<file path="src/rtl/seg7_to_bcd_decoder.sv">
// Recovers BCD digits from an active-low 7-segment drive: synchronize, debounce,
// decode each newly stable pattern and hand it off on a single-entry valid/ready port.
module seg7_to_bcd_decoder #(
  parameter int STABLE_CYCLES = 4,
  parameter int DROP_W        = 8
) (
  input  logic              clk,
  input  logic              reset,
  input  logic [6:0]        seg_in,
  input  logic              out_ready,
  output logic              out_valid,
  output logic [3:0]        bcd_out,
  output logic              out_err,
  output logic              blank,
  output logic [DROP_W-1:0] drop_cnt
);

  localparam int CNT_W = (STABLE_CYCLES > 1) ? $clog2(STABLE_CYCLES) : 1;
  localparam logic [CNT_W-1:0]  CNT_MAX   = CNT_W'(STABLE_CYCLES - 1);
  localparam logic [CNT_W-1:0]  CNT_ONE   = CNT_W'(1);
  localparam logic [6:0]        SEG_BLANK = 7'h7F;
  localparam logic [DROP_W-1:0] DROP_MAX  = {DROP_W{1'b1}};
  localparam logic [DROP_W-1:0] DROP_ONE  = DROP_W'(1);

  typedef enum logic {
    IDLE = 1'b0,
    HOLD = 1'b1
  } state_t;

  // Returns {invalid, bcd}; any non-digit pattern maps to {1, 4'hF}.
  function automatic logic [4:0] decode_seg(input logic [6:0] seg);
    logic [4:0] res;
    case (seg)
      7'b0000001: res = 5'b0_0000;
      7'b1001111: res = 5'b0_0001;
      7'b0010010: res = 5'b0_0010;
      7'b0000110: res = 5'b0_0011;
      7'b1001100: res = 5'b0_0100;
      7'b0100100: res = 5'b0_0101;
      7'b0100000: res = 5'b0_0110;
      7'b0001111: res = 5'b0_0111;
      7'b0000000: res = 5'b0_1000;
      7'b0000100: res = 5'b0_1001;
      default:    res = 5'b1_1111;
    endcase
    return res;
  endfunction

  logic [6:0]       sync1_r, sync2_r, cand_r, last_r;
  logic [CNT_W-1:0] cnt_r;
  state_t           state_r;

  logic       stable_s, fire_s, is_blank_s, out_ev_s;
  logic [4:0] dec_s;

  // Event fires once per pattern that has stayed stable long enough and differs from the last one.
  always_comb begin
    stable_s   = (sync2_r == cand_r);
    is_blank_s = (cand_r == SEG_BLANK);
    fire_s     = stable_s && (cnt_r == CNT_MAX) && (cand_r != last_r);
    out_ev_s   = fire_s && !is_blank_s;
    dec_s      = decode_seg(cand_r);
  end

  // Synchronizer and stability filter.
  always_ff @(posedge clk or posedge reset) begin
    if (reset) begin
      sync1_r <= SEG_BLANK;
      sync2_r <= SEG_BLANK;
      cand_r  <= SEG_BLANK;
      last_r  <= SEG_BLANK;
      cnt_r   <= '0;
    end else begin
      sync1_r <= seg_in;
      sync2_r <= sync1_r;
      if (!stable_s) begin
        cand_r <= sync2_r;
        cnt_r  <= '0;
      end else if (cnt_r != CNT_MAX) begin
        cnt_r <= cnt_r + CNT_ONE;
      end else begin
        cnt_r <= cnt_r;
      end
      if (fire_s) begin
        last_r <= cand_r;
      end else begin
        last_r <= last_r;
      end
    end
  end

  // Single-entry output holding register with saturating drop count.
  always_ff @(posedge clk or posedge reset) begin
    if (reset) begin
      state_r   <= IDLE;
      out_valid <= 1'b0;
      bcd_out   <= 4'h0;
      out_err   <= 1'b0;
      blank     <= 1'b1;
      drop_cnt  <= '0;
    end else begin
      if (fire_s) begin
        blank <= is_blank_s;
      end else begin
        blank <= blank;
      end
      case (state_r)
        IDLE: begin
          if (out_ev_s) begin
            state_r   <= HOLD;
            out_valid <= 1'b1;
            bcd_out   <= dec_s[3:0];
            out_err   <= dec_s[4];
          end else begin
            out_valid <= 1'b0;
          end
        end
        HOLD: begin
          if (out_ready) begin
            if (out_ev_s) begin
              bcd_out <= dec_s[3:0];
              out_err <= dec_s[4];
            end else begin
              state_r   <= IDLE;
              out_valid <= 1'b0;
            end
          end else if (out_ev_s) begin
            if (drop_cnt != DROP_MAX) begin
              drop_cnt <= drop_cnt + DROP_ONE;
            end else begin
              drop_cnt <= drop_cnt;
            end
          end else begin
            out_valid <= 1'b1;
          end
        end
        default: begin
          state_r   <= IDLE;
          out_valid <= 1'b0;
        end
      endcase
    end
  end

endmodule

</file>
<file path="config.mk">
export PLATFORM = sky130hd
export DESIGN_NAME = seg7_to_bcd_decoder
export DESIGN_NICKNAME = d
export VERILOG_FILES = /design/src/rtl/seg7_to_bcd_decoder.sv
export SDC_FILE = /design/constraint.sdc
export NUM_CORES = 1
export LEC_CHECK = 0
export ABC_AREA = 1
export CAP_MARGIN = 20
export CORE_MARGIN = 3
export CORE_UTILIZATION = 45
export DETAILED_ROUTE_END_ITERATION = 16
export DONT_BUFFER_PORTS = 1
export PLACE_DENSITY = 0.61
export SKIP_LAST_GASP = 1
export SYNTH_ARGS = -nofsm -noshare
export SYNTH_HDL_FRONTEND = slang
export SYNTH_SLANG_ARGS = --single-unit
</file>
<file path="constraint.sdc">
create_clock -name clk -period 4.1 [get_ports clk]
set_clock_uncertainty 0.15 [all_clocks]
set_input_delay 0.41 -clock clk [delete_from_list [all_inputs] [get_ports clk]]
set_output_delay 0.41 -clock clk [all_outputs]
set_load 0.1 [all_outputs]
</file>
==> results.cfg <==
[cells_and_area]
n_antenna_cell = 0
nFillCells = 459
regArea_um2 = 1190
syn_to_final_growth_pct = 10.1
fin_nets = 298
multi_input_area_um2 = 960
stdcell_count = 354
drive_gt1_share_pct = 23.0

[place]
dp.cells = 339
portBuffers = 0
dp_hpwl_mm = 2.98
dp_worst_setup_slack_ns = 1.77
gpl.final_weighted_congestion = 0.798

[synthesis]
synthTopCellsByCount = nand2_1, inv_1, dfstp_2, nor2_1, dfrtp_1
yosys_most_used_dff = dfstp_2
yosys_register_bits = 46
synth.most_common_cell = nand2_1
synthTopCellsByArea = dfstp_2, dfrtp_1, nand2_1
synth_top_area_share_pct = 31.9
netlist_area_um2 = 2390
syn_nets = 293
synth_cells = 281
ys_types = 33
yosysWarnings = 0
ys_seq_area_share_pct = 49.7
synth-edff-count = 0
syn_avg_cell_area_um2 = 8.50
ys_async_sr_fraction_pct = 100
synth_area_leader_cell = dfstp_2

[floorplanning]
coreArea_um2 = 4910
fp.dieH_um = 78.8
ios = 25
die-area_um2 = 6210
initial_core_util_pct = 48.6
die_w_um = 78.8
rows = 25

[clock_network]
cts_tree = yes
ctsHtreeMaxLevel = 2
clkTransAtPathRegs_ns = 0.09
numCtsBuffers = 5
cts_root_buf = clkbuf_8
cts.sinks = 46
clock_latency_ns = 0.30
cts.path.max_buffers = 2

[routing]
vias_per_cell = 4.88
wirelength_mm = 4.13
num_vias = 1726
dr.pass1.iters = 4
drt_iter0_markers = 65
final_antenna_net_count = 0
drc_errors = 0
wl_per_cell_um = 11.7

[global_routing]
grt_max_degree = 47
grt_antenna_before_repair = 0
grt_pass1_wl_mm = 7.44
grt_pass1_vias = 1690
grt_overflow_total = 0
grt_use_total_pct = 15.4

[setup_path]
crit_arrival_ns = 2.37
required_ns = 4.14
endpoint_kind = register
startpoint_type = register
cp_max_fo = 12
r2r_slack_ns = 1.77
criticalPathCategory = reg2reg

[sta]
worst_pin_slew_ns = 0.973
period_needed_ns = 2.33
hold_violations = 0
fin_tns_setup_ns = 0
rsz0062_at_grt = false
post-route-period-util_pct = 56.7
setup_viol = 0
maxSlewHeadroom_pct = 35.2
slew_violations = 0
setup_ws_ns = 1.77
max_freq_ghz = 0.430

[run]
max_cap_viol_count = 0

[power]
powerDensity_nw_per_um2 = 356
p_leak_uw = 0.00123
ir_drop_mv = 0.237

[status]
status = finished, final reports clean

[min_path]
hp-class = in2async
-- power breakdown --
group | internal [µW] | leakage [µW] | switching, µW
Combinational | 19.3 | 0.000621 | 32.2
Clock | 244 | 0.0000683 | 154
Sequential | 473 | 0.000541 | 13.1
-- placed cells by master (no fill, tap or decap), types with 4 or more instances in the layout --
| master | n |
|---|---|
| nand2_1 | 95 |
| inv_1 | 32 |
| dfstp_2 | 29 |
| nor2_1 | 22 |
| dfrtp_1 | 17 |
| nand4_1 | 16 |
| o21ai_0 | 8 |
| inv_2 | 7 |
| nand3_1 | 7 |
| dlygate4sd3_1 | 7 |
| nor3_1 | 5 |
| clkbuf_8 | 5 |
| buf_4 | 5 |
| xnor2_1 | 4 |
| nor2_4 | 4 |
-- registers in the layout, indices dropped and copies added (netlist names) --
name,count
bcd_out,4
blank,1
cand_r,7
cnt_r,2
drop_cnt,8
last_r,7
out_err,1
out_valid,1
state_r,1
sync1_r,7
sync2_r,7
-- stage by stage --
| step | instance area [µm²] | hold slack (ns) | util, % | power (µW) |
|---|---|---|---|---|
| detailed placement | 2420 | 0.197 | 49.3 | 541 |
| CTS | 2630 | 0.0643 | 53.5 | 948 |
| global placement | 2420 | 0.196 | 49.3 | 541 |
| finish | 2630 | 0.0262 | 53.5 | 936 |
| floorplan | 2390 | 0.195 | - | 536 |
| global route | 2630 | 0.100 | 53.5 | 978 |
-- final cells by class --
| type | instances | area share, % |
|---|---|---|
| Inverter | 40 | 5.81 |
| Multi-Input combinational cell | 181 | 36.5 |
| Clock buffer | 5 | 2.62 |
| Sequential cell | 46 | 45.2 |
| Clock inverter | 3 | 2.62 |
| Tap cell | 67 | 3.19 |
| Timing Repair Buffer | 12 | 4.09 |
-- path summary, 6_finish.rpt --
kind                            start          end  cells after the start
hold reg to reg            sync1_r[5]   sync2_r[5]                      0
setup reg to reg            cand_r[0]   bcd_out[1]                     11
hold / removal                  reset  drop_cnt[0]                      1
max in group asynchronous       reset     cnt_r[1]                      1
min in group clk            out_ready  drop_cnt[6]                      3
setup / recovery            cand_r[0]   bcd_out[1]                     11
-- worst max-delay path, stage by stage (launching register included) --
cell and delay, ns:
dfstp_2 0.65, inv_2 0.08, nand2_1 0.06, nand2_1 0.05
nor2_1 0.11, nand2_1 0.11, nor2_2 0.10, nand3_2 0.23
nor2_4 0.33, nand2_1 0.19, nand2_1 0.10, nand2_1 0.06
-- what timing repair did --
item | 4_1_cts | 5_1_grt
hold buffers | 7 | 0
endpoints found under the setup margin | 0 | 0
hold endpoints to repair | 7 | 0
setup buffers | 0 | 0
gates resized for setup | 0 | 0
-- routing by layer --
layer  up-vias  global-route usage, %  share of wire, %
met1       814                   19.7                49
met2        28                   24.0                45
met4         0                   6.87               1.8
met5         -                      0                 0
met3         8                   4.65               4.2
li1        876                      -                 -
-- cells by family (layout without fill, tap and decap cells) --
kind of cell	after synthesis	in the layout	share of synthesized area, %
mux	1	1	0.419
fa+ha+maj	2	2	1.05
buf+inv	54	60	10.1
compound gates	11	11	2.46
flops	46	46	49.7
xor+xnor	8	8	4.04
simple gates	159	159	32.2
Power figures use the tool's default switching activity.
